<file path="src/rtl/ro_puf_response_gen_if.sv">
// RO PUF side-band: challenge/enable out to the PUF, count/completion back.
// Combinational bundle; no latency of its own, no backpressure beyond puf_completed.
interface ro_puf_response_gen_if;
  logic [9:0]  puf_challenge;
  logic        puf_en;
  logic [31:0] puf_count;
  logic        puf_completed;

  modport master (output puf_challenge, output puf_en,
                  input  puf_count,     input  puf_completed);
  modport slave  (input  puf_challenge, input  puf_en,
                  output puf_count,     output puf_completed);
endinterface

</file>
<file path="src/rtl/ro_puf_response_gen.sv">
// Builds a RESP_BITS response by comparing RO k against RO k+1; start sampled only when idle.
// Latency 1 + RESP_BITS*(2*(1+Tm)+1) + 1 cycles; PUF completion acts as the only backpressure.
module ro_puf_response_gen #(
  parameter int RESP_BITS = 8,
  parameter int TIMEOUT   = 600_000
) (
  input  logic                     clk,
  input  logic                     rst_n,
  input  logic                     start_i,
  input  logic [5:0]               cfg_i,
  ro_puf_response_gen_if.master    puf,
  output logic                     busy_o,
  output logic                     done_o,
  output logic                     error_o,
  output logic [RESP_BITS-1:0]     response_o,
  output logic                     tie_o
);

  typedef enum logic [2:0] {
    S_IDLE, S_CLR_A, S_MEAS_A, S_CLR_B, S_MEAS_B, S_CMP, S_DONE
  } state_t;

  localparam logic [19:0] TO_LAST  = 20'(TIMEOUT - 1);
  localparam logic [2:0]  LAST_BIT = 3'(RESP_BITS - 1);

  state_t                 state_q, state_d;
  logic [2:0]             k_q, k_d;
  logic [5:0]             cfg_q, cfg_d;
  logic [31:0]            count_a_q, count_a_d;
  logic [31:0]            count_b_q, count_b_d;
  logic [19:0]            timer_q, timer_d;
  logic [7:0]             resp_q, resp_d;
  logic                   tie_q, tie_d;
  logic                   err_q, err_d;
  logic [RESP_BITS-1:0]   resp_out_q, resp_out_d;
  logic                   tie_out_q, tie_out_d;
  logic                   err_out_q, err_out_d;
  logic [3:0]             ro_idx;

  // Index is a pure function of state and k, so it cannot move during CLR_x/MEAS_x.
  assign ro_idx = (state_q == S_CLR_B || state_q == S_MEAS_B) ? ({1'b0, k_q} + 4'd1)
                                                               : {1'b0, k_q};

  assign puf.puf_challenge = {ro_idx, cfg_q};
  assign puf.puf_en        = (state_q == S_MEAS_A) || (state_q == S_MEAS_B);
  assign busy_o            = (state_q != S_IDLE);
  assign done_o            = (state_q == S_DONE);
  assign response_o        = resp_out_q;
  assign tie_o             = tie_out_q;
  assign error_o           = err_out_q;

  always_comb begin
    state_d    = state_q;
    k_d        = k_q;
    cfg_d      = cfg_q;
    count_a_d  = count_a_q;
    count_b_d  = count_b_q;
    timer_d    = timer_q;
    resp_d     = resp_q;
    tie_d      = tie_q;
    err_d      = err_q;
    resp_out_d = resp_out_q;
    tie_out_d  = tie_out_q;
    err_out_d  = err_out_q;

    case (state_q)
      S_IDLE: begin
        if (start_i) begin
          cfg_d     = cfg_i;
          k_d       = 3'd0;
          err_d     = 1'b0;
          tie_d     = 1'b0;
          resp_d    = 8'd0;
          err_out_d = 1'b0;
          state_d   = S_CLR_A;
        end
      end
      S_CLR_A: begin
        timer_d = 20'd0;
        state_d = S_MEAS_A;
      end
      S_MEAS_A: begin
        if (puf.puf_completed) begin
          count_a_d = puf.puf_count;
          state_d   = S_CLR_B;
        end else if (timer_q == TO_LAST) begin
          err_d   = 1'b1;
          state_d = S_DONE;
        end else begin
          timer_d = timer_q + 20'd1;
        end
      end
      S_CLR_B: begin
        timer_d = 20'd0;
        state_d = S_MEAS_B;
      end
      S_MEAS_B: begin
        if (puf.puf_completed) begin
          count_b_d = puf.puf_count;
          state_d   = S_CMP;
        end else if (timer_q == TO_LAST) begin
          err_d   = 1'b1;
          state_d = S_DONE;
        end else begin
          timer_d = timer_q + 20'd1;
        end
      end
      S_CMP: begin
        resp_d[k_q] = (count_a_q > count_b_q);
        tie_d       = tie_q | (count_a_q == count_b_q);
        if (k_q == LAST_BIT) begin
          state_d = S_DONE;
        end else begin
          k_d     = k_q + 3'd1;
          state_d = S_CLR_A;
        end
      end
      S_DONE: begin
        state_d = S_IDLE;
      end
      default: begin
        state_d = S_IDLE;
      end
    endcase

    // Publish on entry to DONE so the outputs are already valid during the done pulse.
    if (state_d == S_DONE && state_q != S_DONE) begin
      resp_out_d = err_d ? '0 : resp_d[RESP_BITS-1:0];
      tie_out_d  = tie_d;
      err_out_d  = err_d;
    end
  end

  always_ff @(posedge clk) begin
    if (!rst_n) begin
      state_q    <= S_IDLE;
      k_q        <= 3'd0;
      cfg_q      <= 6'd0;
      count_a_q  <= 32'd0;
      count_b_q  <= 32'd0;
      timer_q    <= 20'd0;
      resp_q     <= 8'd0;
      tie_q      <= 1'b0;
      err_q      <= 1'b0;
      resp_out_q <= '0;
      tie_out_q  <= 1'b0;
      err_out_q  <= 1'b0;
    end else begin
      state_q    <= state_d;
      k_q        <= k_d;
      cfg_q      <= cfg_d;
      count_a_q  <= count_a_d;
      count_b_q  <= count_b_d;
      timer_q    <= timer_d;
      resp_q     <= resp_d;
      tie_q      <= tie_d;
      err_q      <= err_d;
      resp_out_q <= resp_out_d;
      tie_out_q  <= tie_out_d;
      err_out_q  <= err_out_d;
    end
  end

endmodule

</file>
<file path="src/flat_wrapper.sv">
// flat-port wrapper written by rule: the top's interface ports become plain ports
module ro_puf_response_gen_flat 
#(
  parameter int RESP_BITS = 8,
  parameter int TIMEOUT   = 600_000
)
  (clk, rst_n, start_i, cfg_i, busy_o, done_o, error_o, response_o, tie_o, puf_puf_challenge, puf_puf_en, puf_puf_count, puf_puf_completed);
  ro_puf_response_gen_if puf_i ();
  input  logic clk;
  input  logic rst_n;
  input  logic start_i;
  input  logic [5:0] cfg_i;
  output logic busy_o;
  output logic done_o;
  output logic error_o;
  output logic [RESP_BITS-1:0] response_o;
  output logic tie_o;
  output wire logic [$bits(puf_i.puf_challenge)-1:0] puf_puf_challenge;
  output wire logic [$bits(puf_i.puf_en)-1:0] puf_puf_en;
  input wire logic [$bits(puf_i.puf_count)-1:0] puf_puf_count;
  input wire logic [$bits(puf_i.puf_completed)-1:0] puf_puf_completed;
  assign puf_puf_challenge = puf_i.puf_challenge;
  assign puf_puf_en = puf_i.puf_en;
  assign puf_i.puf_count = puf_puf_count;
  assign puf_i.puf_completed = puf_puf_completed;
  ro_puf_response_gen #(.RESP_BITS(RESP_BITS), .TIMEOUT(TIMEOUT)) u_core (.clk(clk), .rst_n(rst_n), .start_i(start_i), .cfg_i(cfg_i), .puf(puf_i), .busy_o(busy_o), .done_o(done_o), .error_o(error_o), .response_o(response_o), .tie_o(tie_o));
endmodule
</file>
<file path="config.mk">
export PLATFORM = sky130hd
export DESIGN_NAME = ro_puf_response_gen_flat
export DESIGN_NICKNAME = d
export VERILOG_FILES = /design/src/rtl/ro_puf_response_gen_if.sv /design/src/rtl/ro_puf_response_gen.sv /design/src/flat_wrapper.sv
export SDC_FILE = /design/constraint.sdc
export NUM_CORES = 1
export LEC_CHECK = 0
export CAP_MARGIN = 20
export CORE_ASPECT_RATIO = 2
export CORE_MARGIN = 2
export CORE_UTILIZATION = 61
export DETAILED_ROUTE_END_ITERATION = 8
export PLACE_DENSITY = 0.87
export SYNTH_ARGS = -nofsm -noshare
export SYNTH_HDL_FRONTEND = slang
export SYNTH_SLANG_ARGS = --single-unit
</file>
<file path="constraint.sdc">
create_clock -name clk -period 6.1 [get_ports clk]
set_input_delay 0.915 -clock clk [delete_from_list [all_inputs] [get_ports clk]]
set_output_delay 0.915 -clock clk [all_outputs]
set_load 0.02 [all_outputs]
</file>
-- After elaboration in Yosys (flattened, before gate mapping)
Index checks and enable logic that the tools add are counted.
W data, S select, Z words.
- add/subtract/negate cells: 3
- magnitude comparators: 3
- eq/ne operators: 15
- multiplexer cells: 28
- bitwise gates (word level): 1
- reduce and logical (&&, ||, !) cells: 18
- operator list (operator ; number):
    $mux W20 ; 2
    $pmux W20 S2 ; 1
    $eq A32 B32 Y1 ; 1
    $gt A32 B32 Y1 ; 1
    $mux W3 ; 7
    $add A20 B1 Y20 const B ; 1
    $eq A20 B20 Y1 const B ; 1
    $pmux W3 S6 ; 1
    $mux W8 ; 2
    $pmux W8 S2 ; 1
    $eq A3 B3 Y1 const B ; 5
    $bwmux W8 ; 1
    $mux W1 ; 8
    $ne A2 B2 Y1 const B ; 4
    $reduce_and A2 Y1 ; 4
    $reduce_bool A2 Y1 ; 4
    $eq A3 B2 Y1 const B ; 2
    $pmux W3 S2 ; 1
    $reduce_and A3 Y1 ; 2
    $add A3 B1 Y4 const B ; 1
    $lt A3 B4 Y1 const B ; 1
    $mux W4 ; 1
    $pmux W1 S2 ; 2
    $reduce_or A2 Y1 ; 2
    10 further kinds ; 12
- bits in registers: 116
- input port bits: 42
- output and inout port bits: 23

-- Depth between registers and ports, before layout
- depth in word-level cells: 8
- gate-level depth with buffers: 9
- depth with buffers taken out: 8

-- Worst setup path after synthesis
No wires, ideal clock.
- path kind: reg2out
- from: reg u_core.state_q[0]
- to: out puf_puf_challenge[7]
- arrival time: 1.558 ns
- required time: 5.185 ns
- slack: 3.627 ns
- cell stages (with the launch flop): 5
- buffers on the path: 2
- path through: dfxtp_1 -> buf_2 -> buf_1 -> mux2i_1 -> mux2_2
- word-level cells in the longest chain between the ends: 3
- elaborated cells between the ends (all ways): 4
- those cells by class: 2 x eq/ne; 1 x mux; 1 x reduce/logical
- RTL lines (element ; line ; source):
    from (decl) ; ro_puf_response_gen.sv:26 ; state_t state_q, state_d;
    from (signal assigned) ; ro_puf_response_gen.sv:149 ; state_q <= state_d;
    $eq A3 B2 Y1 / $eq A3 B3 Y1 (equally long branches) ; ro_puf_response_gen.sv:41 ; assign ro_idx = (state_q == S_CLR_B || state_q == S_MEAS_B) ? ({1'b0, k_q} + 4'd1)
    $logic_or A1 B1 Y1 (*) ; ro_puf_response_gen.sv:41 ;
    $mux W4 (*) ; ro_puf_response_gen.sv:41 ;
    to (decl) ; flat_wrapper.sv:18 ; output wire logic [$bits(puf_i.puf_challenge)-1:0] puf_puf_challenge;
Every way passes the cells marked *; elsewhere a longest branch is shown, timed or not.

-- Worst setup path in the final report
Ends and elaborated chain as after synthesis.

==> impl_metrics.toml <==
[outcome]
outcome = "complete, no violations"

[synth]
ys_seq_elements = 116
synth_area_mm2 = 0.00564
syn_inst = 707
synthArstFlopShare_pct = 0
yosysWarnings = 0
synth_ff_type = "dfxtp_1"
ys_seq_area_share_pct = 41.2
synth_area_per_cell_um2 = 7.98
synth_edf_count = 0
ys_types = 56
mappedNetlistNets = 784

[power_and_ir_drop]
switching_share_pct = 25.9
leakage_nw = 2.43
power.switching_w = 0.000534
internal-power_w = 0.00153
p_seq_share_pct = 38.7
power.share.clock_pct = 47.4
power.density_mw_per_mm2 = 300
comb_power_share_pct = 13.9
peakVddDrop_mv = 0.290

[clocking]
root_buffer = "clkbuf_16"
htree_levels = 4
holdBufCountCts = 0
cts_resized = 0
clk_latency_ns = 0.42
cts.sinks = 116
cts_setup_buffers = 0
cts_buffer_depth = 2
clk_pin_slew_ns = 0.05
tritoncts = "done"
cts_buffers = 17

[sta]
fmax_mhz = 285
slew_headroom_pct = 31.3
finClkSkew_ns = 0.00846
rsz0062_at_grt = "no"
drv_slew = 0
hold_viol_final = 0
setup_violations = 0
fin_crit_ns = 3.51
tightest_slew_ns = 1.02
finalCritPeriodShare_pct = 57.6
setup_tns_ns = 0

[layout]
final_cells = 869
fillerInstances = 624
layout_common_cells = "178 x nand2_1, 116 x dfxtp_1, 93 x a21oi_1"
layout_commonest_cell = "nand2_1"
multi_input_area_mm2 = 0.00300
drive_gt1_share_pct = 8.08
syn2layout_area_growth_pct = 21.8
antenna_cells = 0
layout.nets = 831
regArea_mm2 = 0.00232

[place]
portBuffers = 64
dp_hpwl_mm = 9.12
place_congestion = 0.829
place_inst = 837

[drt]
route.detailed.drc = 0
wl_per_cell_um = 15.6
first_iter_violations = 389
vias_per_cell = 5.96
drt_wl_total_mm = 13.6
routed-via-count = 5179
final_antenna_net_count = 0
firstDrtPassIters = 5

[min_path]
worstHoldStart = "u_core.cfg_q[5]$_SDFFE_PN0P_"
worstHoldPathCells = 2
min_to = "u_core.cfg_q[5]$_SDFFE_PN0P_"
hold_path.class = "flop to flop"

[grt]
grt_pass1_wl_mm = 23.0
grt-ovfl-total = 0
grt_pass1_vias = 5209
grt_max_degree = 84
grt_usage_pct = 28.7
grt_antenna_before_repair = 0

[floorplanning]
pin_count = 65
num_rows = 49
core_area_mm2 = 0.00901
die_w_um = 72.0
start_util_pct = 62.6
dieArea_mm2 = 0.0101
die_h_um = 140

[worst_setup_path]
worstPathArrival_ns = 2.60
critical_path.startpoint = "u_core.state_q[0]$_SDFF_PN0_"
reg2reg_setup_slack_ns = 3.29
end_kind = "output port"
cp_max_fo = 19
cp-start-kind = "flop"
r2r_start = "u_core.count_b_q[27]$_SDFFE_PN0P_"
reg2regPathDepth = 8
reg2reg_to = "u_core.response_o[0]$_SDFFE_PN0P_"
cp.required_ns = 5.18
crit_type = "flop to output port"

[flow_run]
drv_cap = 0
## how the worst max path moves through the flow
| stage | depth (start not counted) | slack [ns] | endpoint |
|---|---|---|---|
| 2_1_floorplan | 4 | 3.63 | puf_puf_challenge[7] |
| 3_3_place_gp | 7 | 2.80 | u_core.response_o[5]$_SDFFE_PN0P_ |
| 3_5_place_dp | 7 | 2.74 | u_core.response_o[5]$_SDFFE_PN0P_ |
| 4_1_cts | 3 | 2.61 | puf_puf_challenge[7] |
| 5_1_grt | 3 | 2.45 | puf_puf_challenge[7] |
| 6_report | 3 | 2.59 | puf_puf_challenge[7] |
## power groups by stage
| stage | combinational (W) | sequential [W] | clock, W |
|---|---|---|---|
| 6_report | 0.000287 | 0.000797 | 0.000976 |
| 3_3_place_gp | 0.000271 | 0.000811 | 0 |
| 3_5_place_dp | 0.000281 | 0.000812 | 0 |
| 4_1_cts | 0.000285 | 0.000797 | 0.000980 |
| 2_1_floorplan | 0.000193 | 0.000806 | 0 |
| 5_1_grt | 0.000314 | 0.000800 | 0.00102 |
## per-layer routing
layer  GRT usage [%]  wire [um]  vias up
li1                -          -     2517
met1            30.2       4910     2429
met2            50.0       7340      178
met3            7.70        628       55
met4            16.5        691        0
met5               0          0        -
## final cells by class
cell class | count | area share [%]
multi-input combinational | 512 | 43.7
sequential | 116 | 33.8
timing repair buffer | 70 | 10.1
clock buffer | 22 | 7.05
inverter | 37 | 2.02
tap | 102 | 1.86
clock inverter | 10 | 1.51
## flip-flops by register name, summed over array words and instances, names as in the netlist
register	flops
u_core.cfg_q	6
u_core.count_a_q	32
u_core.count_b_q	32
u_core.err_q	1
u_core.error_o	1
u_core.k_q	3
u_core.resp_q	8
u_core.response_o	8
u_core.state_q	3
u_core.tie_o	1
u_core.tie_q	1
u_core.timer_q	20
## cell families after synthesis
kind of cell / after synthesis / synth area share [%]
compound gates: 150 / 16.8
xor+xnor: 18 / 2.79
fa+ha+maj: 35 / 7.76
buf+inv: 79 / 5.72
flops: 116 / 41.2
mux: 8 / 1.51
simple gates: 301 / 24.3
## synth_stat cells, types with 6 or more instances
library cell,number,area [um2]
xnor2_1,17,149
and2_1,6,37.5
a211oi_1,7,52.6
nand4_1,19,119
nand3_1,24,120
nand2_1,178,668
o21ai_0,9,45.0
a21oi_1,93,465
o22ai_1,6,37.5
dfxtp_1,116,2320
inv_1,36,135
clkbuf_1,32,120
ha_1,35,438
nor2_1,33,124
## per-stage QoR
step / util [%] / total power (W) / area (um2) / setup WS [ns] / hold WS, ns
after floorplan: - / 0.00100 / 5640 / 3.63 / 0.436
after global placement: 69.6 / 0.00108 / 6270 / 2.80 / 0.442
after detailed placement: 69.7 / 0.00109 / 6280 / 2.74 / 0.447
after CTS: 76.3 / 0.00206 / 6870 / 2.61 / 0.456
after global routing: 76.3 / 0.00213 / 6870 / 2.45 / 0.471
final: 76.3 / 0.00206 / 6870 / 2.59 / 0.455
## worst max-delay path, cell delays in order, from the launching register on
cell,delay (ns)
dfxtp_1,0.73
mux2i_1,0.48
mux2_2,0.42
clkdlybuf4s50_1,0.55
Note: power is estimated with default switching activity, not from simulation.
